===== config.mk =====
export PLATFORM = sky130hd
export DESIGN_NAME = result_bcd_conv_flat
export DESIGN_NICKNAME = d
export VERILOG_FILES = /design/src/rtl/result_bcd_conv_pkg.sv /design/src/rtl/result_bcd_conv_if.sv /design/src/rtl/result_bcd_conv_add3.sv /design/src/rtl/result_bcd_conv.sv /design/src/flat_wrapper.sv
export SDC_FILE = /design/constraint.sdc
export NUM_CORES = 1
export LEC_CHECK = 0
export BUFFER_PORTS_ARGS = -buffer_cell sky130_fd_sc_hd__buf_2
export CAP_MARGIN = 10
export CORE_MARGIN = 2
export CORE_UTILIZATION = 30
export CTS_CLUSTER_DIAMETER = 150
export DETAILED_ROUTE_END_ITERATION = 7
export GPL_ROUTABILITY_DRIVEN = 1
export PLACE_DENSITY = 0.44
export RECOVER_POWER = 100
export SLEW_MARGIN = 20
export SYNTH_ARGS = -nofsm -noshare
export SYNTH_HDL_FRONTEND = slang
export SYNTH_SLANG_ARGS = --single-unit

===== constraint.sdc =====
create_clock -name clk -period 3.4 [get_ports clk]
set_input_delay 0.68 -clock clk [delete_from_list [all_inputs] [get_ports clk]]
set_output_delay 0.68 -clock clk [all_outputs]
set_load 0.005 [all_outputs]

===== src/rtl/result_bcd_conv_pkg.sv =====
// Shared constants for the ALU result to BCD converter: digit counts,
// iteration count, digit width and the controller state encoding.
package result_bcd_conv_pkg;

  localparam int DIGITS  = 5;
  localparam int ITERS   = 17;
  localparam int DIGIT_W = 4;

  localparam logic [1:0] ST_IDLE  = 2'd0;
  localparam logic [1:0] ST_SHIFT = 2'd1;
  localparam logic [1:0] ST_DONE  = 2'd2;

endpackage


===== src/rtl/result_bcd_conv_if.sv =====
// Request/result bundle between the ALU side and the BCD converter.
interface result_bcd_conv_if #(
  parameter int DIGITS = result_bcd_conv_pkg::DIGITS
);

  logic                  start;
  logic [7:0]            result_lo;
  logic [7:0]            result_hi;
  logic                  carry;
  logic                  overflow;
  logic                  busy;
  logic                  done;
  logic [4*DIGITS-1:0]   bcd;
  logic                  err;

  modport master (
    output start, result_lo, result_hi, carry, overflow,
    input  busy, done, bcd, err
  );

  modport slave (
    input  start, result_lo, result_hi, carry, overflow,
    output busy, done, bcd, err
  );

endinterface


===== src/rtl/result_bcd_conv_add3.sv =====
// Double-dabble digit correction: a BCD digit of 5 or more gets +3 so the
// following left shift carries correctly into the next decimal digit.
module bcd_add3
  import result_bcd_conv_pkg::*;
(
  input  logic [DIGIT_W-1:0] digit,
  output logic [DIGIT_W-1:0] adjusted
);

  // Add 3 only when the digit would overflow past 9 after doubling
  always_comb begin
    adjusted = digit;
    if (digit >= 4'd5) begin
      adjusted = digit + 4'd3;
    end
  end

endmodule


===== src/rtl/result_bcd_conv.sv =====
// Converts the combined ALU result {hi,lo} + carry*256 into packed BCD using
// one double-dabble iteration per clock; an overflowed result short-circuits
// straight to an error report.
module result_bcd_conv
  import result_bcd_conv_pkg::*;
#(
  parameter int DIGITS = result_bcd_conv_pkg::DIGITS,
  parameter int ITERS  = result_bcd_conv_pkg::ITERS
) (
  input  logic               clk,
  input  logic               reset,
  result_bcd_conv_if.slave   conv
);

  localparam int         WORK_W    = DIGIT_W * DIGITS;
  localparam logic [4:0] LAST_ITER = 5'(ITERS - 1);

  logic [1:0]              state;
  logic [ITERS-1:0]        value;
  logic [WORK_W-1:0]       work;
  logic [4:0]              count;
  logic [WORK_W-1:0]       bcd_q;
  logic                    err_q;

  logic [ITERS-1:0]        value_in;
  logic [WORK_W-1:0]       adj;
  logic [WORK_W+ITERS-1:0] shifted;
  logic [WORK_W-1:0]       work_next;
  logic [ITERS-1:0]        value_next;

  for (genvar g = 0; g < DIGITS; g++) begin : g_add3
    bcd_add3 u_add3 (
      .digit    (work[g*DIGIT_W +: DIGIT_W]),
      .adjusted (adj[g*DIGIT_W +: DIGIT_W])
    );
  end

  // Combined input value and the next double-dabble step of {work,value}
  always_comb begin
    value_in   = ITERS'({conv.result_hi, conv.result_lo}) + ITERS'({conv.carry, 8'h00});
    shifted    = {adj, value} << 1;
    work_next  = shifted[WORK_W+ITERS-1:ITERS];
    value_next = shifted[ITERS-1:0];
  end

  // Controller: accept in IDLE/DONE, iterate in SHIFT, report for one cycle in DONE
  always_ff @(posedge clk) begin
    if (reset) begin
      state <= ST_IDLE;
      value <= '0;
      work  <= '0;
      count <= '0;
      bcd_q <= '0;
      err_q <= 1'b0;
    end else begin
      case (state)
        ST_SHIFT: begin
          value <= value_next;
          work  <= work_next;
          count <= count + 5'd1;
          if (count == LAST_ITER) begin
            state <= ST_DONE;
            bcd_q <= work_next;
            err_q <= 1'b0;
          end
        end
        default: begin
          if (conv.start) begin
            if (conv.overflow) begin
              state <= ST_DONE;
              bcd_q <= '0;
              err_q <= 1'b1;
            end else begin
              state <= ST_SHIFT;
              value <= value_in;
              work  <= '0;
              count <= '0;
            end
          end else begin
            state <= ST_IDLE;
          end
        end
      endcase
    end
  end

  assign conv.busy = (state == ST_SHIFT);
  assign conv.done = (state == ST_DONE);
  assign conv.bcd  = bcd_q;
  assign conv.err  = err_q;

endmodule


===== src/flat_wrapper.sv =====
// flat-port wrapper written by rule: the top's interface ports become plain ports
module result_bcd_conv_flat import result_bcd_conv_pkg::*;
#(
  parameter int DIGITS = result_bcd_conv_pkg::DIGITS,
  parameter int ITERS  = result_bcd_conv_pkg::ITERS
)
  (clk, reset, conv_start, conv_result_lo, conv_result_hi, conv_carry, conv_overflow, conv_busy, conv_done, conv_bcd, conv_err);
  result_bcd_conv_if #(.DIGITS(DIGITS)) conv_i ();
  input  logic clk;
  input  logic reset;
  input wire logic [$bits(conv_i.start)-1:0] conv_start;
  input wire logic [$bits(conv_i.result_lo)-1:0] conv_result_lo;
  input wire logic [$bits(conv_i.result_hi)-1:0] conv_result_hi;
  input wire logic [$bits(conv_i.carry)-1:0] conv_carry;
  input wire logic [$bits(conv_i.overflow)-1:0] conv_overflow;
  output wire logic [$bits(conv_i.busy)-1:0] conv_busy;
  output wire logic [$bits(conv_i.done)-1:0] conv_done;
  output wire logic [$bits(conv_i.bcd)-1:0] conv_bcd;
  output wire logic [$bits(conv_i.err)-1:0] conv_err;
  assign conv_i.start = conv_start;
  assign conv_i.result_lo = conv_result_lo;
  assign conv_i.result_hi = conv_result_hi;
  assign conv_i.carry = conv_carry;
  assign conv_i.overflow = conv_overflow;
  assign conv_busy = conv_i.busy;
  assign conv_done = conv_i.done;
  assign conv_bcd = conv_i.bcd;
  assign conv_err = conv_i.err;
  result_bcd_conv #(.DIGITS(DIGITS), .ITERS(ITERS)) u_core (.clk(clk), .reset(reset), .conv(conv_i));
endmodule

==> impl_metrics.toml <==
[clock_network]
cts.sinks = 65
clk_pin_slew_ns = 0.07
postCtsSetupRepairBufs = 0
cts_tree = "built"
ctsHoldBuffers = 0
cts-root-buf = "clkbuf_8"
cts_buffer_depth = 2
cts_resized = 0
h-tree-depth = 3
cts-buffers-inserted = 9
clk_latency_ns = 0.34

[synthesis]
synth-seq-cells = 65
synthAdderAreaFrac = 0.05593
async_reset_ff_frac = 0
synthDominantCellAreaShare = 0.4155
synth_edf_count = 0
synth_compound_area_frac = 0.1878
ys_seq_area_frac = 0.4155
synth_xor_area_frac = 0.02797
synth.distinct_cells = 43
syn_avg_cell_area_um2 = 8.533
yosys.area.top_type = "dfxtp_1"
synth_top_family_by_area = "simple AND/OR/NAND/NOR gates"
muxShareOfSynthArea = 0.01998
synth_flop_cell = "dfxtp_1"
synth_simple_gate_area_frac = 0.2329
syn_nets = 402
synth_area_leaders = "dfxtp_1 (42%), ha_1 (5.6%), o21ai_0 (5.1%), nand2_1 (4.9%), a21oi_1 (4.8%)"
syn_area_um2 = 3132
yosys_warnings = 0
synthCells = 367

[critical_path]
cpMostUsedCell = "clkbuf_1"
required_ns = 3.58
crit_fanout = 23
cp.arrival_ns = 2.77
path_cells = "clkbuf_1 -> clkbuf_1 -> nor2_1 -> nand2_1 -> o22ai_1"
slowest_stage = "clkbuf_1"
cpPeakStageDelay_ns = 0.92
start_kind = "input pin"
setup.worst_path.class = "in -> reg"
endpoint_kind = "flop"

[routing]
remaining_drc_errors = 0
via_count = 2715
vias_per_cell = 4.982
ant_nets = 0
wire_per_inst_um = 14.50
routed_wl_um = 7905
drt-pass1-iter-count = 4
drtIter0Drc = 123

[pwr]
p_sw_w = 0.0003857
p_int_w = 0.001177
peakVddDrop_mv = 0.2030
switching_share = 0.2469
p_leak_nw = 1.318
combPwrFrac = 0.076
powerDensity_nw_per_um2 = 438.5
seqPwrFrac = 0.506
pwr-share-clk = 0.418
p_total_w = 0.001562

[grt]
antenna_found_initial = 0
grt_start_max_net_pins = 34
grt_overflow = 0
grt_pass1_vias = 2653
grt_pass1_wl_um = 13340
grt_usage = 0.1510

[run]
drv_cap = 0

[cells_and_area]
fin_util = 0.3483
fillerInstances = 1101
layout_common_cells = "dfxtp_1 (65), nand2_1 (41), o21ai_0 (32)"
fin_nets = 439
final_common_cell = "dfxtp_1"
num_antenna_cells = 0
fin_area_um2 = 3563
layout-drive-gt1-share = 0.1320
syn2layout_area_growth_pct = 13.78

[timing]
fin_setup_tns_ns = 0
max_freq_mhz = 385.9
post-route-period-util = 0.7622
slew_headroom = 0.2347
final-hold-violation-count = 0
fin_skew_ns = 0.009393
setup_viol_count_final = 0
tightest_slew_ns = 1.148
rsz0062_at_grt = "no"
period_minus_slack_ns = 2.591
slew_violations = 0

[placement]
dp_hpwl_um = 5169
gp_congestion = 0.7696
io_buffers = 43
placedInstanceArea_um2 = 3417

[floorplanning]
ioPinCount = 44
dieArea_um2 = 11270
fp.dieW_um = 106.2
core-area_um2 = 10230
start_util = 0.3061
rows = 37
die_y_um = 106.2

[status]
status = "finished, final reports clean"

[hold_path]
hp-class = "reg -> reg"
path summary, 6_finish.rpt:
check                                                   from                         endpoint  slack [ns]  cells after the start
worst max-delay path                                   reset    u_core.value[15]$_SDFFE_PP0P_        0.81                      5
worst min-delay path            u_core.conv.err$_SDFFE_PP0P_     u_core.conv.err$_SDFFE_PP0P_        0.46                      2
worst max register to register  u_core.state[1]$_SDFFE_PP0P_  u_core.conv.bcd[2]$_SDFFE_PP0P_        0.94                      5
worst min register to register  u_core.conv.err$_SDFFE_PP0P_     u_core.conv.err$_SDFFE_PP0P_        0.46                      2
cell families after synthesis:
family          count (synthesis)
buf+inv                        35
mux                             6
compound gates                 99
flops                          65
simple gates                  138
fa+ha+maj                      14
xor+xnor                       10
layout make-up:
| type | instances | area [µm²] | area share |
|---|---|---|---|
| flip-flops and latches | 65 | 1301 | 0.3652 |
| clock inverters | 3 | 40.04 | 0.01124 |
| inverters | 14 | 57.56 | 0.01615 |
| clock buffers | 13 | 148.9 | 0.04178 |
| well taps | 136 | 170.2 | 0.04775 |
| multi-input cells | 267 | 1625 | 0.4561 |
| repair buffers | 47 | 220.2 | 0.06180 |
synth_stat cells (all sizes together) (4+ instances only):
| cell type | number |
|---|---|
| a211oi | 5 |
| a21oi | 30 |
| a311oi | 9 |
| and2 | 6 |
| and4 | 6 |
| buf | 20 |
| dfxtp | 65 |
| ha | 14 |
| inv | 14 |
| mux2i | 4 |
| nand2 | 41 |
| nand2b | 7 |
| nand3 | 27 |
| nor2 | 20 |
| nor3 | 13 |
| nor3b | 9 |
| o21ai | 35 |
| o22ai | 8 |
| xnor2 | 8 |
power groups by stage:
stage               Sequential [W]  Combinational (W)  Clock (W)
finish                    0.000791           0.000119   0.000653
global route              0.000794           0.000135   0.000705
CTS                       0.000791           0.000124   0.000676
detailed placement        0.000808           0.000124          0
global placement          0.000809           0.000123          0
floorplan                 0.000806          0.0000854          0
sequential cells by signal (all words and copies together) (netlist names):
name             count
u_core.conv.err      1
u_core.count         5
u_core.conv.bcd     20
u_core.state         2
u_core.value        17
u_core.work         20
stage by stage:
| stage | setup WS (ns) | cells | hold WS, ns |
|---|---|---|---|
| floorplan | 1.786 | 367 | 0.4173 |
| CTS | 1.236 | 545 | 0.4588 |
| detailed placement | 1.287 | 529 | 0.4474 |
| global route | 0.5936 | 545 | 0.4918 |
| global placement | 1.337 | 529 | 0.4414 |
| finish | 0.8085 | 545 | 0.4593 |
critical path, delay by kind of cell:
family | cells | cell delay, ns
compound gates | 1 | 0.07
buf+inv | 2 | 1.65
simple gates | 2 | 0.37
metal layers:
metal	GRT usage	vias to the layer above	wire, µm
li1	-	1384	-
met1	0.2069	1278	4077
met2	0.2326	47	3436
met3	0.04353	6	291
met4	0.03947	0	99
met5	0	-	0
Power figures use the tool's default switching activity.
